File: src/rtl/riscv_prefetch_pkg.sv
// Shared types for the instruction prefetcher; the FIFO entry gains an error bit
// when RISCV_FETCH_ERR_EN is defined.
package riscv_prefetch_pkg;

   localparam int MAX_OUTSTANDING = 2;

   typedef enum logic [1:0] {
      IDLE,
      FETCH,
      BRANCH_PEND
   } fetch_state_e;

   typedef struct packed {
`ifdef RISCV_FETCH_ERR_EN
      logic        err;
`endif
      logic [31:0] rdata;
   } fetch_entry_t;

endpackage

File: src/rtl/riscv_fetch_fifo.sv
// Synchronous FIFO, head visible the cycle after the push; no bypass.
// Flush beats push; push into a full FIFO is accepted only alongside a pop.
module riscv_fetch_fifo #(
   parameter int DEPTH = 4,
   parameter int WIDTH = 32
) (
   input  logic                     clk,
   input  logic                     rst_n,
   input  logic                     push,
   input  logic [WIDTH-1:0]         wdata,
   input  logic                     pop,
   input  logic                     flush,
   output logic                     full,
   output logic                     empty,
   output logic [$clog2(DEPTH):0]   occupancy,
   output logic [WIDTH-1:0]         head
);
   localparam int AW = $clog2(DEPTH);

   logic [WIDTH-1:0] mem [DEPTH];
   logic [AW-1:0]    wr_ptr;
   logic [AW-1:0]    rd_ptr;
   logic             do_push;
   logic             do_pop;

   assign empty   = (occupancy == '0);
   assign full    = (occupancy == (AW+1)'(DEPTH));
   assign do_pop  = pop & ~empty;
   assign do_push = push & (~full | do_pop);
   assign head    = empty ? '0 : mem[rd_ptr];

   always_ff @(posedge clk or negedge rst_n) begin
      if (!rst_n) begin
         wr_ptr    <= '0;
         rd_ptr    <= '0;
         occupancy <= '0;
      end else if (flush) begin
         wr_ptr    <= '0;
         rd_ptr    <= '0;
         occupancy <= '0;
      end else begin
         if (do_push) wr_ptr <= wr_ptr + AW'(1);
         if (do_pop)  rd_ptr <= rd_ptr + AW'(1);
         occupancy <= occupancy + (AW+1)'(do_push) - (AW+1)'(do_pop);
      end
   end

   always_ff @(posedge clk) begin
      if (do_push && !flush) mem[wr_ptr] <= wdata;
   end

endmodule

File: src/rtl/riscv_prefetch_feeder.sv
// OBI instruction prefetcher: rvalid->fetch_valid 1 cycle, credit-limited issue, flush/redirect on branch.
// RISCV_FETCH_ERR_EN: store bus errors per word and stop issuing after an error until the next branch.
module riscv_prefetch_feeder
   import riscv_prefetch_pkg::*;
#(
   parameter int DEPTH = 4
) (
   input  logic        clk,
   input  logic        rst_n,
   input  logic        req_i,
   input  logic        branch_i,
   input  logic [31:0] branch_addr_i,
   output logic        fetch_valid_o,
   output logic [31:0] fetch_rdata_o,
   input  logic        fetch_ready_i,
   input  logic        raw_instr_hold_i,
   output logic        fetch_err_o,
   output logic        instr_req_o,
   output logic [31:0] instr_addr_o,
   input  logic        instr_gnt_i,
   input  logic        instr_rvalid_i,
   input  logic [31:0] instr_rdata_i,
   input  logic        instr_err_i
);
   localparam int AW = $clog2(DEPTH);
   localparam int CW = AW + 2;

   fetch_state_e  state;
   logic [31:0]   fetch_addr;
   logic [31:0]   tgt_addr;
   logic [31:0]   target;
   logic [1:0]    outstanding;
   logic [1:0]    out_next;
   logic [1:0]    discard_cnt;
   logic          pend;
   logic          stop;
   logic          credit;
   logic          issue_ok;
   logic          gnt_hs;
   logic          push;
   logic          pop;
   logic          empty;
   logic          full;
   logic [AW:0]   occupancy;
   fetch_entry_t  wr_entry;
   fetch_entry_t  head;

   assign target   = {branch_addr_i[31:2], 2'b00};
   assign credit   = (CW'(occupancy) + CW'(outstanding)) < CW'(DEPTH);
   assign issue_ok = req_i & credit & (outstanding < 2'(MAX_OUTSTANDING)) & ~stop;
   assign gnt_hs   = instr_req_o & instr_gnt_i;
   assign out_next = outstanding + 2'(gnt_hs) - 2'(instr_rvalid_i);

   // An ungranted request must stay up with a stable address regardless of req_i/credit.
   always_comb begin
      instr_req_o = 1'b0;
      case (state)
         FETCH:       instr_req_o = pend | issue_ok;
         BRANCH_PEND: instr_req_o = 1'b1;
         default:     instr_req_o = 1'b0;
      endcase
   end
   assign instr_addr_o = fetch_addr;

   assign push = instr_rvalid_i & (discard_cnt == 2'd0) & ~branch_i;
   assign pop  = fetch_valid_o & fetch_ready_i & ~raw_instr_hold_i & ~branch_i;

   always_ff @(posedge clk or negedge rst_n) begin
      if (!rst_n) begin
         state      <= IDLE;
         fetch_addr <= '0;
         tgt_addr   <= '0;
         pend       <= 1'b0;
      end else begin
         pend <= instr_req_o & ~instr_gnt_i;
         if (gnt_hs) fetch_addr <= fetch_addr + 32'd4;
         case (state)
            IDLE: begin
               if (branch_i) fetch_addr <= target;
               if (req_i)    state      <= FETCH;
            end
            FETCH: begin
               if (branch_i) begin
                  if (instr_req_o && !instr_gnt_i) begin
                     tgt_addr <= target;
                     state    <= BRANCH_PEND;
                  end else begin
                     fetch_addr <= target;
                     state      <= req_i ? FETCH : IDLE;
                  end
               end else if (!req_i && !(instr_req_o && !instr_gnt_i)) begin
                  state <= IDLE;
               end
            end
            BRANCH_PEND: begin
               if (instr_gnt_i) begin
                  fetch_addr <= branch_i ? target : tgt_addr;
                  state      <= FETCH;
               end else if (branch_i) begin
                  tgt_addr <= target;
               end
            end
            default: state <= IDLE;
         endcase
      end
   end

   // The stale request granted in BRANCH_PEND adds one more response to drop.
   always_ff @(posedge clk or negedge rst_n) begin
      if (!rst_n) begin
         outstanding <= '0;
         discard_cnt <= '0;
      end else begin
         outstanding <= out_next;
         if (branch_i)
            discard_cnt <= out_next;
         else
            discard_cnt <= discard_cnt
                           - 2'(instr_rvalid_i && discard_cnt != 2'd0)
                           + 2'(state == BRANCH_PEND && instr_gnt_i);
      end
   end

`ifdef RISCV_FETCH_ERR_EN
   always_ff @(posedge clk or negedge rst_n) begin
      if (!rst_n)                   stop <= 1'b0;
      else if (branch_i)            stop <= 1'b0;
      else if (push && instr_err_i) stop <= 1'b1;
   end
   assign wr_entry    = '{err: instr_err_i, rdata: instr_rdata_i};
   assign fetch_err_o = head.err;
`else
   logic unused_err;
   assign stop        = 1'b0;
   assign wr_entry    = '{rdata: instr_rdata_i};
   assign fetch_err_o = 1'b0;
   assign unused_err  = instr_err_i;
`endif

   logic unused_bits;
   assign unused_bits = &{1'b0, full, branch_addr_i[1:0]};

   riscv_fetch_fifo #(
      .DEPTH (DEPTH),
      .WIDTH ($bits(fetch_entry_t))
   ) u_fifo (
      .clk       (clk),
      .rst_n     (rst_n),
      .push      (push),
      .wdata     (wr_entry),
      .pop       (pop),
      .flush     (branch_i),
      .full      (full),
      .empty     (empty),
      .occupancy (occupancy),
      .head      (head)
   );

   assign fetch_valid_o = ~empty;
   assign fetch_rdata_o = head.rdata;

endmodule
File: config.mk
export PLATFORM = sky130hd
export DESIGN_NAME = riscv_prefetch_feeder
export DESIGN_NICKNAME = d
export VERILOG_FILES = /design/src/rtl/riscv_prefetch_pkg.sv /design/src/rtl/riscv_fetch_fifo.sv /design/src/rtl/riscv_prefetch_feeder.sv
export SDC_FILE = /design/constraint.sdc
export NUM_CORES = 1
export LEC_CHECK = 0
export CORE_UTILIZATION = 40
export DETAILED_ROUTE_END_ITERATION = 7
export PLACE_DENSITY = 0.67
export SLEW_MARGIN = 20
export SYNTH_ARGS = -nofsm -noshare
export SYNTH_HDL_FRONTEND = slang
export SYNTH_SLANG_ARGS = --single-unit
File: constraint.sdc
create_clock -name clk -period 6.8 [get_ports clk]
set_clock_uncertainty 0.1 [all_clocks]
set_input_delay 1.02 -clock clk [delete_from_list [all_inputs] [get_ports clk]]
set_output_delay 1.02 -clock clk [all_outputs]
set_load 0.01 [all_outputs]
==> metrics.md, run 1 <==
| Metric | Value |
|---|---|
| Status | complete, no violations |
| CTS tree | done |
| First-pass GRT wire length | 41.1 mm |
| Final Setup Violations | 0 |
| Share of cells above drive strength 1 | 0.141 |
| Max-Cap Viols | 0 |
| Pwr Density | 357 nW/um2 |
| Die Height | 163 um |
| Clk pin slew, worst setup/hold paths | 0.06 ns |
| Post-CTS setup buffers | 0 |
| Post-place instance area | roughly 12000 um2 |
| Lkg Pwr | ~4.6 nW |
| Post-synth top area share | 0.371 |
| DR vias/cell | 5.71 |
| IO Count | 140 |
| Largest net degree at the start of global routing | 77 |
| Final Hold Vio Count | 0 |
| Placed Instances | between 1000 and 1500 |
| Multi-input gate area | around 4300 um2 |
| Register area | 5800 um2 |
| Cell mode on critical path | clkdlybuf4s50_1 |
| Mapped cell area | between 10000 and 15000 um2 |
| Fmax | between 200 and 250 MHz |
| Syn Nets | roughly 920 |
| Area Overhead vs Synth | 24.2% |
| CTS sink cnt | between 200 and 250 |
| Sequential area share after synthesis | 0.559 |
| Port bufs | 135 |
| Initial Util | 0.409 |
| Max stage delay on crit path | about 0.6 ns |
| Crit path required time | 5.68 ns |
| Worst setup EP type | output pin |
| Post-CTS sizing | 0 |
| EDFF count, synth | approximately 130 |
| Final net count | roughly 1000 |
| Total congestion overflow | 0 |
| Tightest Hold Check Type | primary input to asynchronous set/reset pin |
| Worst path bufs/invs | 3 |
| Die X | around 160 um |
| Site Rows | 58 |
| Tot GR Track Use | 0.200 |
| Clk Tree Root Cell | clkbuf_16 |
| WS Path Type | primary input to output pin |
| Gpl congestion | around 0.88 |
| Seq cells post-synth | a little over 200 |
| Slew margin rel. | 0.286 |
| Setup crit start kind | primary input |
| Core area | 25300 um2 |
| Final Cycle Share | 0.647 |
| Vias in the first global route | 7452 |
| Die area | 26600 um2 |
| Slowest stage cell, crit path | clkdlybuf4s50_1 |
| Initial antenna violation count | 0 |
| Number of synthesis warnings | 0 |
| Hold buffers post-CTS | 0 |
| CTS H-tree lvls | 1 |
| Final Non-Filler Cells | around 1300 |
| Fill cells | ~2300 |
| Min Clock Period, post-route | 4.40 ns |
| Mean Syn Cell Area | about 13 um2 |
| Insertion delay to the later sink of the worst-skew pair | about 0.52 ns |
| Top delay family on crit path | buffers and inverters |
| Wire per inst | ~20 um |
| Detailed-route DRC error count | 0 |
| Crit Path Max Fanout | 5 |
| Synth top area cells | edfxtp_1 37%, dfrtp_1 19%, mux4_2 7.0% |
| Top FF cell, synth | edfxtp_1 |
| Clock Tree Buf Depth | 3 |
| DRT Pass-1 Iters | 5 |
| WHS | between 0.15 and 0.2 ns |
| Detailed Place HPWL | between 15 and 20 mm |
| Detailed Route Iter0 Violations | roughly 620 |
| Fin area | 12900 um2 |
| Antenna Cells | 0 |
| Pwr Total | ~4.6 mW |
| Synth async-reset ratio | 0.379 |
| RSZ-0062 raised after global routing | false |
| Yosys cell types | 64 |
| Synthesized instance count | slightly above 800 |
| VDD IR max | about 0.22 mV |
| Pins Over Slew Limit | 0 |
| TNS Setup | 0 ns |
| Tightest Pin Transition | around 1.1 ns |
| Cts bufs inserted | 24 |
| Via count | between 7000 and 8000 |
| Worst path arrival time | roughly 3.3 ns |
| Final WL | between 20 and 30 mm |
| Post-route ant nets | 0 |
| Leading area contributor after synthesis | edfxtp_1 |
| Crit path cell chain | clkdlybuf4s50_1, nor4b_1, a21boi_0, buf_4, nor2_1, clkdlybuf4s50_1 |
## power by group
group          total, mW  switching [mW]  internal, mW
Combinational       1.56           0.786         0.773
Sequential          1.77           0.226          1.55
Clock               1.26           0.508         0.749
Total               4.59            1.52          3.07
## cell usage after synthesis, types with 4 or more instances
library cell / n
edfxtp_1: 128
dfrtp_1: 78
a21oi_1: 48
nor2b_1: 44
nand2_1: 39
o21ai_0: 39
clkbuf_1: 38
mux2_2: 32
mux4_2: 32
nor2_1: 32
mux2i_1: 24
inv_1: 21
nand3_1: 21
xnor2_1: 18
a211oi_1: 16
ha_1: 16
o22ai_1: 15
o211ai_1: 14
nor3_1: 12
a21o_1: 11
nand4_1: 11
xor2_1: 11
and2_1: 10
and3_1: 10
buf_1: 8
a22o_1: 7
and4_1: 7
nor4_1: 7
or3_1: 7
buf_2: 5
nand2b_1: 5
o32a_1: 5
a22oi_1: 4
a31oi_1: 4
## state kept, by name, summed over array words and instances, names as in the netlist
register and count:
u_fifo.rd_ptr 2, tgt_addr 32, state 2, pend 1, outstanding 2, discard_cnt 2, instr_addr_o 32, u_fifo.occupancy 3
u_fifo.mem 128, u_fifo.wr_ptr 2
## layout make-up
| cell class | instances | share of cell area |
|---|---|---|
| Inverter | 21 | 0.00612 |
| Timing Repair Buffer | 156 | 0.117 |
| Tap cell | 330 | 0.0321 |
| Sequential cell | 206 | 0.450 |
| Clock inverter | 15 | 0.0117 |
| Clock buffer | 29 | 0.0497 |
| Multi-Input combinational cell | 548 | 0.334 |
## layout by cell type (no fill, tap or decap), types with 18 or more instances in the layout
cell type	instances
nand2_1	39
clkdlybuf4s50_1	132
nor2b_1	44
o21ai_0	39
edfxtp_1	128
a21oi_1	48
nor2_1	32
buf_4	21
clkbuf_16	24
nand3_1	21
mux2i_1	24
inv_1	21
xnor2_1	18
mux4_2	32
mux2_2	32
dfrtp_1	77
## kinds of logic (layout without fill, tap and decap cells)
family	after synthesis	count (layout)	share of synthesized area
AO/OA/AOI/OAI	198	198	0.127
XOR/XNOR	29	29	0.0245
adder cells (fa/ha/maj)	17	17	0.0212
buffers and inverters	74	221	0.0281
flip-flops	206	206	0.559
multiplexers	88	88	0.127
other	1	1	0.000362
AND/OR/NAND/NOR	215	215	0.112
## final timing paths
kind | startpoint | slack [ns] | depth (start not counted) | end
max | req_i | 2.40 | 6 | instr_req_o
min | rst_n | 0.18 | 1 | instr_addr_o[1]
max reg2reg | state[0] | 3.46 | 8 | instr_addr_o[30]
min reg2reg | tgt_addr[30] | 0.40 | 1 | tgt_addr[30]
max in group asynchronous | rst_n | 5.51 | 2 | u_fifo.rd_ptr[0]
min in group clk | tgt_addr[30] | 0.40 | 1 | tgt_addr[30]
## stage by stage
step | worst slack, ns | util
after global routing | 2.15 | 0.508
after floorplan | 3.29 | -
after global placement | 2.44 | 0.477
final | 2.40 | 0.508
after detailed placement | 2.46 | 0.477
after CTS | 2.44 | 0.508
## layer usage
layer | GRT usage | vias up | wire [um]
li1 | - | 3436 | -
met1 | 0.260 | 3690 | 10900
met2 | 0.326 | 288 | 12500
met3 | 0.0530 | 39 | 2330
met4 | 0.0565 | 0 | 537
met5 | 0 | - | 0
Note: power is estimated with default switching activity, not from simulation.
==> run 2: changes to the inputs <==
==> constraint.sdc (replaced) <==
create_clock -name clk -period 4.5 [get_ports clk]
set_clock_uncertainty 0.1 [all_clocks]
set_input_delay 0.675 -clock clk [delete_from_list [all_inputs] [get_ports clk]]
set_output_delay 0.675 -clock clk [all_outputs]
set_load 0.01 [all_outputs]
==> run 2 against run 1 <==
- global-route usage grew 0.53 points
- routed wire length up 2.6%
- sequential cell count is the same
- worst setup slack worse by 1.6 ns
- sequential power up 53%
- critical path depth unchanged
- via count grew 1.1%
- largest cell class unchanged
- largest power group unchanged
- highest routed layer unchanged
==> metrics.md, run 2 (synthesis results as in run 1) <==
| Metric | Value |
|---|---|
| Status | complete, no violations (unchanged) |
| TNS Setup | 0 ns (unchanged) |
| Pwr Density | 537 nW/um2 (was 357 nW/um2) |
| Crit Path Max Fanout | 5 (unchanged) |
| Post-route ant nets | 0 (unchanged) |
| Post-place instance area | 12100 um2 (about the same) |
| Fill cells | 2212 (was 2281) |
| DR vias/cell | 5.76 (was 5.71) |
| R2r worst-path depth | 8 (unchanged) |
| Insertion delay to the later sink of the worst-skew pair | 0.52 ns (about the same) |
| Share of cells above drive strength 1 | 0.136 (was 0.141) |
| R2R Setup Slk | 1.31 ns (was 3.46 ns) |
| Die area | 26600 um2 (unchanged) |
| Max reg flops | 128 (unchanged) |
| Initial Util | 0.409 (unchanged) |
| Crit path capture | instr_req_o (unchanged) |
| WHS | 0.0370 ns (was 0.179 ns) |
| Detailed Place HPWL | 17.5 mm (was 16.9 mm) |
| Die X | 163 um (unchanged) |
| Pins Over Slew Limit | 0 (unchanged) |
| Fin area | 12800 um2 (was 12900 um2) |
| Via count | 7534 (was 7453) |
| Multi-input gate area | 4290 um2 (was 4300 um2) |
| Vias in the first global route | 7415 (was 7452) |
| Gpl congestion | 0.886 (was 0.878) |
| Final Non-Filler Cells | 1307 (was 1305) |
| Initial antenna violation count | 0 (unchanged) |
| Worst setup EP type | output pin (unchanged) |
| Detailed Route Iter0 Violations | 525 (was 615) |
| Post-CTS sizing | 0 (unchanged) |
| Final Cycle Share | 0.823 |
| RR Endpoint | instr_addr_o[30] (unchanged) |
| CTS tree | done (unchanged) |
| Post-CTS setup buffers | 0 (unchanged) |
| Core area | 25300 um2 (unchanged) |
| Site Rows | 58 (unchanged) |
| First-pass GRT wire length | 42.0 mm (was 41.1 mm) |
| Crit path required time | 3.72 ns (was 5.68 ns) |
| Commonest non-fill, non-tap cell in the layout | clkdlybuf4s50_1 (unchanged) |
| Most frequent cells in the layout | 132 x clkdlybuf4s50_1, 128 x edfxtp_1, 77 x dfrtp_1 (unchanged) |
| Pwr Total | 6.90 mW (was 4.59 mW) |
| Tightest Hold Check Type | primary input to asynchronous set/reset pin (unchanged) |
| Total congestion overflow | 0 (unchanged) |
| Min Clock Period, post-route | around 3.7 ns |
| VDD IR max | 0.359 mV (was 0.215 mV) |
| Slew margin rel. | 0.361 (was 0.286) |
| Final net count | 1052 (was 1047) |
| Port bufs | 135 (unchanged) |
| Origin of the worst setup path | req_i (unchanged) |
| Antenna Cells | 0 (unchanged) |
| Clock Tree Buf Depth | 3 (unchanged) |
| DRT Pass-1 Iters | 5 (unchanged) |
| Final WL | 27.0 mm (was 26.3 mm) |
| CTS sink cnt | 206 (unchanged) |
| Tot GR Track Use | 0.205 (was 0.200) |
| Placed Instances | 1267 (was 1261) |
| IO Count | 140 (unchanged) |
| Register area | 5800 um2 (unchanged) |
| Hold buffers post-CTS | 0 (unchanged) |
| Worst path arrival time | 2.93 ns (was 3.28 ns) |
| Fmax | ~270 MHz |
| Largest net degree at the start of global routing | 41 (was 77) |
| Most flops, register | u_fifo.mem (unchanged) |
| Setup crit start kind | primary input (unchanged) |
| WS Path Type | primary input to output pin (unchanged) |
| Clk pin slew, worst setup/hold paths | 0.05 ns (was 0.06 ns) |
| CTS H-tree lvls | 1 (unchanged) |
| RSZ-0062 raised after global routing | false (unchanged) |
| Die Height | 163 um (unchanged) |
| Reg2Reg Launch Point | state[1] (was state[0]) |
| Clk Tree Root Cell | clkbuf_16 (unchanged) |
| Tightest Pin Transition | 0.946 ns (was 1.07 ns) |
| Max-Cap Viols | 0 (unchanged) |
| Wire per inst | 20.7 um (was 20.2 um) |
| Final Hold Vio Count | 0 (unchanged) |
| Detailed-route DRC error count | 0 (unchanged) |
| Cts bufs inserted | 23 (was 24) |
| Lkg Pwr | 4.62 nW (was 4.63 nW) |
| Area Overhead vs Synth | 23.8% (was 24.2%) |
| Final Setup Violations | 0 (unchanged) |
run 2: cell types whose count changed in the layout (fill, tap and decap cells not counted), sizes merged:
cell      change
clkbuf        +1
clkinv        -4
inv           +1
clkinvlp      -2
buf           +6
run 2: cell type report:
class	count	area share
inverter	21	0.00614
timing repair buffer	162	0.120
tap	330	0.0322
clock inverter	10	0.00838
clock buffer	30	0.0477
sequential	206	0.451
multi-input combinational	548	0.334
run 2: worst min-delay path by stage:
stage	endpoint	slack (ns)	from	depth (start not counted)
final	instr_addr_o[0]	0.04	rst_n	1
after global routing	tgt_addr[20]	0.06	rst_n	1
after global placement	tgt_addr[1]	0.38	tgt_addr[1]	1
after CTS	tgt_addr[20]	0.05	rst_n	1
after detailed placement	tgt_addr[1]	0.39	tgt_addr[1]	1
after floorplan	discard_cnt[0]	0.28	rst_n	0
run 2: critical path: stages:
cell and delay [ns]:
clkdlybuf4s50_1 0.54, nor4b_1 0.52, a21boi_0 0.17, buf_4 0.20, nor2_1 0.22, clkdlybuf4s50_1 0.59
run 2: stage by stage:
stage           util  setup slack (ns)
3_3_place_gp   0.479             0.836
2_1_floorplan      -              1.34
6_report       0.507             0.797
5_1_grt        0.507             0.617
3_5_place_dp   0.479             0.810
4_1_cts        0.507             0.755
run 2: layer usage:
layer | GRT usage | vias to the layer above | wire length [um] | share of wire
li1 | - | 3442 | - | -
met1 | 0.271 | 3716 | 11300 | 0.42
met2 | 0.334 | 321 | 12700 | 0.47
met3 | 0.0476 | 55 | 2270 | 0.084
met4 | 0.0607 | 0 | 697 | 0.026
met5 | 0 | - | 0 | 0
run 2: report_power, final:
group,switching [mW],total (mW),internal [mW]
logic,1.18,2.37,1.19
clock network,0.754,1.83,1.07
registers,0.364,2.70,2.34
total,2.30,6.90,4.60
==> run 3: changes to the inputs <==
==> constraint.sdc (replaced) <==
create_clock -name clk -period 3.6 [get_ports clk]
set_clock_uncertainty 0.1 [all_clocks]
set_input_delay 0.54 -clock clk [delete_from_list [all_inputs] [get_ports clk]]
set_output_delay 0.54 -clock clk [all_outputs]
set_load 0.01 [all_outputs]
==> run 3 against run 2 <==
- global-route usage fell by 0.076 points
- count of clock-buffer cells in the layout fell by 3
- register-to-register slack got worse by 0.66 ns
- routed wire length fell by 1.1%
- hold slack improved by 0.035 ns
- core utilization rose by 0.61 points
- design area rose by 1.2%
- clock power rose by 26%
- first-iteration DRC count rose by 15%
- largest power group unchanged
==> metrics.md, run 3 (synthesis results as in run 1) <==
| Metric | Value |
|---|---|
| Detailed Place HPWL | 17.6 mm (was 17.5 mm) |
| Area Overhead vs Synth | 25.3% (was 23.8%) |
| DP Worst Slack | 0.270 ns (was 0.810 ns) |
| Die Height | 163 um (unchanged) |
| Setup crit start kind | flop (was primary input) |
| Post-CTS setup buffers | 0 (unchanged) |
| Final Hold Vio Count | 0 (unchanged) |
| IO Count | 140 (unchanged) |
| Status | complete, no violations (unchanged) |
| Detailed Route Iter0 Violations | 604 (was 525) |
| Multi-input gate area | 4290 um2 (unchanged) |
| Placed Instances | 1278 (was 1267) |
| Commonest non-fill, non-tap cell in the layout | clkdlybuf4s50_1 (unchanged) |
| Fmax | roughly 300 MHz |
| Hold buffers post-CTS | 0 (unchanged) |
| Initial Util | 0.409 (unchanged) |
| Max-Cap Viols | 0 (unchanged) |
| Post-CTS sizing | 0 (unchanged) |
| Tot GR Track Use | 0.204 (was 0.205) |
| Final WL | 26.7 mm (was 27.0 mm) |
| Core area | 25300 um2 (unchanged) |
| Final net count | 1063 (was 1052) |
| Min Clock Period, post-route | around 3.3 ns |
| Cts bufs inserted | 23 (unchanged) |
| Worst path arrival time | 2.67 ns (was 2.93 ns) |
| Clk Tree Root Cell | clkbuf_16 (unchanged) |
| Post-route ant nets | 0 (unchanged) |
| Crit path required time | 2.96 ns (was 3.72 ns) |
| Lkg Pwr | 4.70 nW (was 4.62 nW) |
| TNS Setup | 0 ns (unchanged) |
| WS Path Type | flop to output pin (was primary input to output pin) |
| Tightest Hold Check Type | primary input to asynchronous set/reset pin (unchanged) |
| DRT Pass-1 Iters | 5 (unchanged) |
| VDD IR max | 0.379 mV (was 0.359 mV) |
| Total congestion overflow | 0 (unchanged) |
| Pins Over Slew Limit | 0 (unchanged) |
| Port bufs | 135 (unchanged) |
| Fill cells | 2194 (was 2212) |
| Insertion delay to the later sink of the worst-skew pair | 0.51 ns (was 0.52 ns) |
| CTS H-tree lvls | 1 (unchanged) |
| Most flops, register | u_fifo.mem (unchanged) |
| Die area | 26600 um2 (unchanged) |
| Clock Tree Buf Depth | 3 (unchanged) |
| R2r worst-path depth | 6 (was 8) |
| DR vias/cell | 5.68 (was 5.76) |
| Most frequent cells in the layout | 132 x clkdlybuf4s50_1, 128 x edfxtp_1, 77 x dfrtp_1 (unchanged) |
| Clk pin slew, worst setup/hold paths | 0.07 ns (was 0.05 ns) |
| Via count | 7481 (was 7534) |
| Worst setup EP type | output pin (unchanged) |
| Gpl congestion | 0.903 (was 0.886) |
| Slew margin rel. | 0.326 (was 0.361) |
| Detailed-route DRC error count | 0 (unchanged) |
| CTS sink cnt | 206 (unchanged) |
| Final Cycle Share | 0.918 |
| Max reg flops | 128 (unchanged) |
| Initial antenna violation count | 0 (unchanged) |
| Site Rows | 58 (unchanged) |
| Wire per inst | 20.3 um (was 20.7 um) |
| CTS tree | done (unchanged) |
| Final WS setup | 0.295 ns (was 0.797 ns) |
| Tightest Pin Transition | 0.999 ns (was 0.946 ns) |
| Share of cells above drive strength 1 | 0.149 (was 0.136) |
| Pwr Density | 669 nW/um2 (was 537 nW/um2) |
| Die X | 163 um (unchanged) |
| Final Setup Violations | 0 (unchanged) |
| Register area | 5800 um2 (unchanged) |
| First-pass GRT wire length | 42.0 mm (about the same) |
| RSZ-0062 raised after global routing | false (unchanged) |
| Final Non-Filler Cells | 1318 (was 1307) |
| Largest net degree at the start of global routing | 69 (was 41) |
| Vias in the first global route | 7450 (was 7415) |
| Antenna Cells | 0 (unchanged) |
| Crit Path Max Fanout | 4 (was 5) |
## run 3: path summary, 6_finish.rpt
kind	start	to	slack, ns
setup reg to reg	outstanding[1]	instr_addr_o[19]	0.65
setup / recovery	outstanding[1]	instr_req_o	0.29
hold reg to reg	tgt_addr[4]	tgt_addr[4]	0.40
hold / removal	rst_n	instr_addr_o[0]	0.07
min in group clk	branch_i	u_fifo.rd_ptr[0]	0.40
max in group asynchronous	rst_n	tgt_addr[6]	2.68
## run 3: final cells by class
| class | instances | area share |
|---|---|---|
| Sequential cell | 206 | 0.446 |
| Multi-Input combinational cell | 548 | 0.330 |
| Timing Repair Buffer | 173 | 0.130 |
| Clock buffer | 27 | 0.0455 |
| Tap cell | 330 | 0.0318 |
| Clock inverter | 13 | 0.0106 |
| Inverter | 21 | 0.00607 |
## run 3: per-stage QoR
stage / util / area (um2) / power [mW] / hold slack, ns
floorplan: - / 10400 / 5.01 / 0.144
global placement: 0.484 / 12300 / 6.37 / 0.383
detailed placement: 0.484 / 12300 / 6.42 / 0.387
CTS: 0.513 / 13000 / 8.77 / 0.0978
global route: 0.513 / 13000 / 9.17 / 0.130
finish: 0.513 / 13000 / 8.70 / 0.0724
## run 3: layer usage
layer,vias to the layer above,part of all wire,wire length (um),global-route usage
met4,0,0.017,444,0.0506
met1,3696,0.42,11300,0.268
met5,-,0,0,0
met2,276,0.48,12900,0.342
li1,3474,-,-,-
met3,35,0.079,2110,0.0451
## run 3: critical path, cell delays in order, from the launching register on
cell and delay, ns:
dfrtp_1 0.43, ha_1 0.23, nor4b_1 0.38, a21boi_0 0.19, nor2_1 0.31, clkdlybuf4s50_1 0.61
## run 3: where the power goes
part	leakage, nW	internal, mW	switching (mW)	total, mW
Combinational	2.20	1.53	1.49	3.02
Sequential	2.15	2.92	0.450	3.37
Clock	0.358	1.38	0.928	2.31
